## src/rtl/fir_output_stage_pkg.sv

```systemverilog
// fir_output_stage_pkg: shared FIR arithmetic helpers (round-shift-saturate)
// and default sample bounds used by the tap, coefficient and output blocks.
package fir_output_stage_pkg;
    localparam int     SAT_W = 64;
    localparam int     N_DEF = 16;
    localparam longint MAX_S = (longint'(1) <<< (N_DEF - 1)) - 1;
    localparam longint MIN_S = -MAX_S - 1;

    typedef struct packed {
        logic signed [SAT_W-1:0] value;
        logic                    clamp;
    } sat_t;

    // Arithmetic shift (floor) followed by clamping into an n-bit signed range.
    function automatic sat_t sat_round(input logic signed [SAT_W-1:0] v, input int n, input int shift);
        logic signed [SAT_W-1:0] sh, mx, mn;
        sat_t r;
        sh = v >>> shift;
        mx = $signed((SAT_W'(1) << (n - 1)) - SAT_W'(1));
        mn = ~mx;
        r.clamp = (sh > mx) || (sh < mn);
        r.value = (sh > mx) ? mx : (sh < mn) ? mn : sh;
        return r;
    endfunction
endpackage

```

## src/rtl/fir_output_stage_sat_counter.sv

```systemverilog
// sat_counter: sticky event flag plus a counter that stops at all-ones;
// clear wins over a coincident event.
module sat_counter #(
    parameter int CNT_W = 16
)(
    input  logic             clk,
    input  logic             reset,
    input  logic             i_clear,
    input  logic             i_event,
    output logic             o_flag,
    output logic [CNT_W-1:0] o_count
);
    logic             r_flag;
    logic [CNT_W-1:0] r_count;

    always_ff @(posedge clk) begin
        if (reset || i_clear) begin
            r_flag  <= 1'b0;
            r_count <= '0;
        end else if (i_event) begin
            r_flag  <= 1'b1;
            r_count <= (&r_count) ? r_count : r_count + 1'b1;
        end
    end

    assign o_flag  = r_flag;
    assign o_count = r_count;
endmodule

```

## src/rtl/fir_output_stage.sv

```systemverilog
// fir_output_stage: rounds, saturates and streams the final FIR accumulator
// through a two-stage stall pipeline, tracking saturation events.
module fir_output_stage
    import fir_output_stage_pkg::*;
#(
    parameter int N     = 16,
    parameter int SHIFT = 15,
    parameter int CNT_W = 16
)(
    input  logic             clk,
    input  logic             reset,
    input  logic [2*N-1:0]   s_data,
    input  logic             s_valid,
    output logic             s_ready,
    output logic [N-1:0]     m_data,
    output logic             m_valid,
    input  logic             m_ready,
    output logic             sat_flag,
    output logic [CNT_W-1:0] sat_count,
    input  logic             sat_clear
);
    localparam int           RS  = (SHIFT > 0) ? SHIFT - 1 : 0;
    localparam logic [2*N:0] RND = (SHIFT > 0) ? (2*N+1)'(1) << RS : '0;

    logic           r_v1, r_v2;
    logic [2*N:0]   r_s1;
    logic [N-1:0]   r_mdata;
    logic           w_adv1, w_adv2, w_event, w_unused;
    sat_t           w_sat;

    assign w_adv2  = !r_v2 || m_ready;
    assign w_adv1  = !r_v1 || w_adv2;
    assign s_ready = w_adv1;

    // One guard bit above 2N keeps the rounding add from overflowing.
    assign w_sat    = sat_round(SAT_W'($signed(r_s1)), N, SHIFT);
    assign w_event  = w_adv2 && r_v1 && w_sat.clamp;
    assign w_unused = ^w_sat.value[SAT_W-1:N];

    always_ff @(posedge clk) begin
        if (reset) begin
            r_v1    <= 1'b0;
            r_v2    <= 1'b0;
            r_s1    <= '0;
            r_mdata <= '0;
        end else begin
            if (w_adv1) begin
                r_v1 <= s_valid;
                if (s_valid)
                    r_s1 <= {s_data[2*N-1], s_data} + RND;
            end
            if (w_adv2) begin
                r_v2 <= r_v1;
                if (r_v1)
                    r_mdata <= w_sat.value[N-1:0];
            end
        end
    end

    sat_counter #(.CNT_W(CNT_W)) u_sat (
        .clk     (clk),
        .reset   (reset),
        .i_clear (sat_clear),
        .i_event (w_event),
        .o_flag  (sat_flag),
        .o_count (sat_count)
    );

    assign m_valid = r_v2;
    assign m_data  = r_mdata;
endmodule

```

## config.mk

```make
export PLATFORM = sky130hd
export DESIGN_NAME = fir_output_stage
export DESIGN_NICKNAME = d
export VERILOG_FILES = /design/src/rtl/fir_output_stage_pkg.sv /design/src/rtl/fir_output_stage_sat_counter.sv /design/src/rtl/fir_output_stage.sv
export SDC_FILE = /design/constraint.sdc
export NUM_CORES = 1
export LEC_CHECK = 0
export BUFFER_PORTS_ARGS = -buffer_cell sky130_fd_sc_hd__buf_2
export CORE_MARGIN = 10
export CORE_UTILIZATION = 44
export CTS_BUF_LIST = sky130_fd_sc_hd__clkbuf_16
export DETAILED_ROUTE_END_ITERATION = 7
export PLACE_DENSITY = 0.77
export SLEW_MARGIN = 20
export SYNTH_ARGS = -nofsm -noshare
export SYNTH_HDL_FRONTEND = slang
export SYNTH_SLANG_ARGS = --single-unit
```

## constraint.sdc

```tcl
create_clock -name clk -period 4.8 [get_ports clk]
set_input_delay 0.48 -clock clk [delete_from_list [all_inputs] [get_ports clk]]
set_output_delay 0.48 -clock clk [all_outputs]
set_load 0.005 [all_outputs]
```

**Yosys cells after proc, flatten, opt, wreduce, memory -nomap -nowiden**

Cells that the tools add are included.

- $lt $le $gt $ge: 2
- Bitwise gates (word level): 1
- Add/subtract/negate cells: 2
- Muxes and demuxes: 2
- Reduce and logical (&&, ||, !) cells: 12

Operators with widths:

| operator | count |
|---|---|
| $add 32x16->33 const B | 1 |
| $mux 16 | 2 |
| $gt 18x16->1 const B | 1 |
| $lt 18x16->1 const B | 1 |
| $add 16x1->16 const B | 1 |
| $reduce_and 16->1 | 1 |
| $reduce_and 2->1 | 3 |
| $logic_or 1x1->1 | 4 |
| $logic_and 1x1->1 | 2 |
| $logic_not 1->1 | 2 |
| $not 1->1 | 1 |

- Logic and storage cells: 25
- Register bits after elaboration: 68
- Output and inout port bits: 35
- Input bits: 37

**Logic depth before layout (Yosys ltp)**

- Depth after elaboration: 5
- Mapped depth: 7
- Depth with buffers taken out: 6

**By module**

Synthesis repeated with hierarchy kept, for this count alone.

- Cells, all modules: 293
- Area, all modules: 2428.6 sq um

By module, submodules not included:

| module | cells each | times used | seq. area each (sq um) | area each (sq um) |
|---|---|---|---|---|
| fir_output_stage | 192 | 1 | 720.7 | 1604.0 |
| sat_counter | 101 | 1 | 340.3 | 824.5 |

**Least setup slack after synthesis**

Ideal clock, no wire load.

- Path type: register to register
- Start point: reg u_sat.r_count[0] (netlist: u_sat.o_count[0])
- End point: reg u_sat.r_count[10] (netlist: u_sat.o_count[10])
- Buffers on the path: 0
- Library setup time: 128 ps
- Arrival: 1691 ps
- Cell stages (with the launch flop): 7
- Path slack: 2981 ps
- Clock period less this slack: 1819 ps
- Required time: 4672 ps
- Path through: dfxtp_1 -> ha_1 -> nand3_1 -> nor2_1 -> or4b_2 -> xor2_1 -> nor2_1

- Word-level cells in the longest chain between the ends: 3
- Elaborated cells on any way between the ends: 4
- Classes of those cells: 1 x add/sub; 1 x bitwise; 2 x reduce/logical

RTL lines:

| item | RTL line | text |
|---|---|---|
| from (decl) | fir_output_stage_sat_counter.sv:14 | `logic [CNT_W-1:0] r_count;` |
| from (signal assigned) | fir_output_stage_sat_counter.sv:22 | `r_count <= (&r_count) ? r_count : r_count + 1'b1;` |
| branches (longest 3 deep; another with $add 16x1->16) | n/a |  |

Parallel ways; which one is timed is not known.
A chain may end at the register's enable or synchronous reset.

**Worst setup path after layout**

- Start point: reg r_v2 (netlist: m_valid)
- End point: reg r_mdata[8] (netlist: m_data[8])

- Word-level cells in the longest chain between the ends: 3

RTL lines:

| item | RTL line | text |
|---|---|---|
| from (decl) | fir_output_stage.sv:25 | `logic r_v1, r_v2;` |
| from (signal assigned) | fir_output_stage.sv:53 | `r_v2 <= r_v1;` |
| $logic_not 1->1 | fir_output_stage.sv:31 | `assign w_adv2 = !r_v2 \|\| m_ready;` |
| $logic_or 1x1->1 | fir_output_stage.sv:31 |  |
| $reduce_and 2->1 (no line) | n/a |  |
| to (signal assigned) | fir_output_stage.sv:55 | `r_mdata <= w_sat.value[N-1:0];` |
| to (decl) | fir_output_stage.sv:27 | `logic [N-1:0] r_mdata;` |

No other way between the ends.

==> results.cfg <==
[finish]
final_core_util_pct = 55.34
n_fill_cell = 498
diodes = 0
multi_input_area_sq_um = 1282
area_growth_pct = 19.09
post-route-cell-area_sq_um = 2880
drive_above_1_share_pct = 20.46
layout.nets = 385
area.sequential_sq_um = 1061

[routing]
num_vias = 2144
wl_mm = 5.457
route.detailed.drc = 0
firstDrtPassIters = 4
final_antenna_net_count = 0
wl_per_cell_microns = 13.09
vias_per_cell = 5.141
drt_iter0_drc = 76

[die]
die_x_microns = 94.14
die-area_sq_um = 8862
start_util_pct = 46.47
core.rowCount = 26
core_area_sq_um = 5205
ios = 72
die_h_microns = 94.14

[setup_path]
crit_required_ns = 5.01
worstRegToRegCells = 5
rr_startpoint = m_valid$_SDFFE_PP0P_
worstPathCellList = nand2b_1 > nand2_1 > a21oi_1 > o21ai_0 > a21oi_1
path_depth = 5
cp_num_buf_inv = 0
arrival_ns = 2.44
setup.worst_path.class = flip-flop to flip-flop
slowest_delay_ns = 0.87
path_max_fanout = 17
path_common_cell = a21oi_1
crit_slowest_cell = a21oi_1
cp_top_family = compound AO/OA/AOI/OAI gates
setup.worst_path.start = m_valid$_SDFFE_PP0P_
cp-end-kind = flip-flop
cp-start-kind = flip-flop

[yosys]
ys_warn_count = 0
yosysTopAreaCellShare_pct = 43.87
synth_cell_types = 35
syn_inst = 296
ys_ff_latch = 53
synth-async-reset-ratio_pct = 0
yosys.area.top_type = dfxtp_1
syn-cell-area_sq_um = 2419
syn_nets = 335
synthTopCellsByArea = dfxtp_1, nor2_1, xnor2_1
synth_edf_count = 0
yosysSeqAreaShare_pct = 43.87
syn_area_per_cell_sq_um = 8.171
synth_top_flop_cell = dfxtp_1

[clocking]
cts_made_buffers = 5
cts_tree = yes
cts_resized = 0
root_buffer = clkbuf_16
post-cts-setup-buffers = 0
ctsHoldBuffers = 0
clk_pin_slew_ns = 0.07
cts_sinks = 53
clockBufferDepth = 2
clock_latency_ns = 0.29
h-tree-depth = 2

[timing]
fin_worst_skew_ns = 0.004330
rsz0062_at_grt = false
min_period_ns = 2.224
post-route-period-util_pct = 46.34
fin_tns_setup_ns = 0
hold_violations = 0
relSlewSlack_pct = 32.72
drv_slew = 0
fin_ws_ns = 2.576
setup_violations = 0
worst_slew_pin_slew_ns = 1.009
max_freq_mhz = 449.6

[global_route]
grt_overflow = 0
grt_usage_pct = 12.48
grt_pass1_wl_mm = 9.239
antenna_found_initial = 0
grt_max_degree = 41
grt_pass1_vias = 2110

[worst_hold_path]
hp-class = primary input to flip-flop
hold_depth = 3
hp-start = s_valid

[placed_design]
globalplace.congestion = 0.8385
dpl_cell_area_sq_um = 2739
dp_worst_setup_slack_ns = 2.339
io_buffers = 57
hpwlAfterDp_mm = 4.048

[power_and_ir_drop]
peakVddDrop_uv = 151.1
p_leak_nw = 1.071
power_mw = 0.9013
p_per_area_nw_per_um2 = 312.9

[run]
cap_violations = 0

[run_status]
outcome = finished, final reports clean
==> layout make-up <==
class / count / share of cell area [%]
multi-input cells: 223 / 44.53
flip-flops and latches: 53 / 36.84
repair buffers: 57 / 9.904
clock buffers: 5 / 4.344
well taps: 70 / 3.041
inverters: 6 / 0.7819
clock inverters: 3 / 0.5647
==> final timing paths <==
kind	endpoint	slack, ns
max	m_data[8]$_SDFFE_PP0P_	2.58
min	r_v1$_SDFFE_PP0N_	0.44
max reg2reg	m_data[8]$_SDFFE_PP0P_	2.58
min reg2reg	m_data[6]$_SDFFE_PP0P_	0.45
==> layout by cell type (no fill, tap or decap), types with 3 or more instances in the layout <==
cell type and instances:
o31ai_1 4, buf_2 57, o21ai_0 17, or3_1 3, nor3_1 6, dfxtp_1 53
or2_2 3, a21oi_1 24, nand4_1 7, a211oi_1 15, nand2_1 33, nor4_1 5
xnor2_1 17, inv_1 6, clkbuf_16 5, nand3_1 15, xor2_1 10, nor2_1 42
==> sequential cells by signal, indices dropped and copies added, names as in the netlist <==
register       count
m_data            16
u_sat.o_flag       1
r_v1               1
m_valid            1
r_s1              18
u_sat.o_count     16
==> power breakdown <==
group	internal, mW	leakage [nW]	switching (mW)	total (mW)
clock	0.192	0.0693	0.153	0.344
combinational	0.0338	0.568	0.0525	0.0863
sequential	0.460	0.433	0.0109	0.471
total	0.685	1.07	0.216	0.901
==> worst register-to-register path, stage by stage (launching register included) <==
cell	delay (ns)
dfxtp_1	0.33
nand2b_1	0.13
nand2_1	0.36
a21oi_1	0.87
o21ai_0	0.26
a21oi_1	0.20
==> through the flow <==
stage | cells | hold slack [ns]
floorplan | 296 | 0.4332
global placement | 409 | 0.4341
detailed placement | 409 | 0.4370
CTS | 417 | 0.4348
global route | 417 | 0.4352
finish | 417 | 0.4351
==> cell usage after synthesis, types with 3 or more instances <==
cell type  number
xnor2_1        17
nor2_1         42
nand2_1        33
xor2_1         10
nand4_1         7
dfxtp_1        53
o21ai_0        17
a211oi_1       15
nor3_1          6
a21oi_1        24
o31ai_1         4
or2_2           3
nor4_1          5
inv_1           6
or3_1           3
nand3_1        15
clkbuf_1       12
==> layer usage <==
metal | track usage, % | vias to the layer above | wire [microns] | part of all wire [%]
li1 | - | 1136 | - | -
met1 | 14.82 | 950 | 2586 | 47
met2 | 20.71 | 52 | 2445 | 45
met3 | 4.077 | 6 | 361 | 6.6
met4 | 3.797 | 0 | 63 | 1.2
met5 | 0 | - | 0 | 0
==> logic make-up (layout without fill, tap and decap cells) <==
logic type	Yosys count	count (layout)	share of synthesized area [%]
multiplexers	2	2	0.8278
flip-flops	53	53	43.87
adder cells (fa/ha/maj)	2	2	1.034
XOR/XNOR	27	27	9.777
buffers and inverters	20	71	3.104
AO/OA/AOI/OAI	61	61	14.69
AND/OR/NAND/NOR	131	131	26.70
No activity file was read; power rests on OpenSTA's default activity.
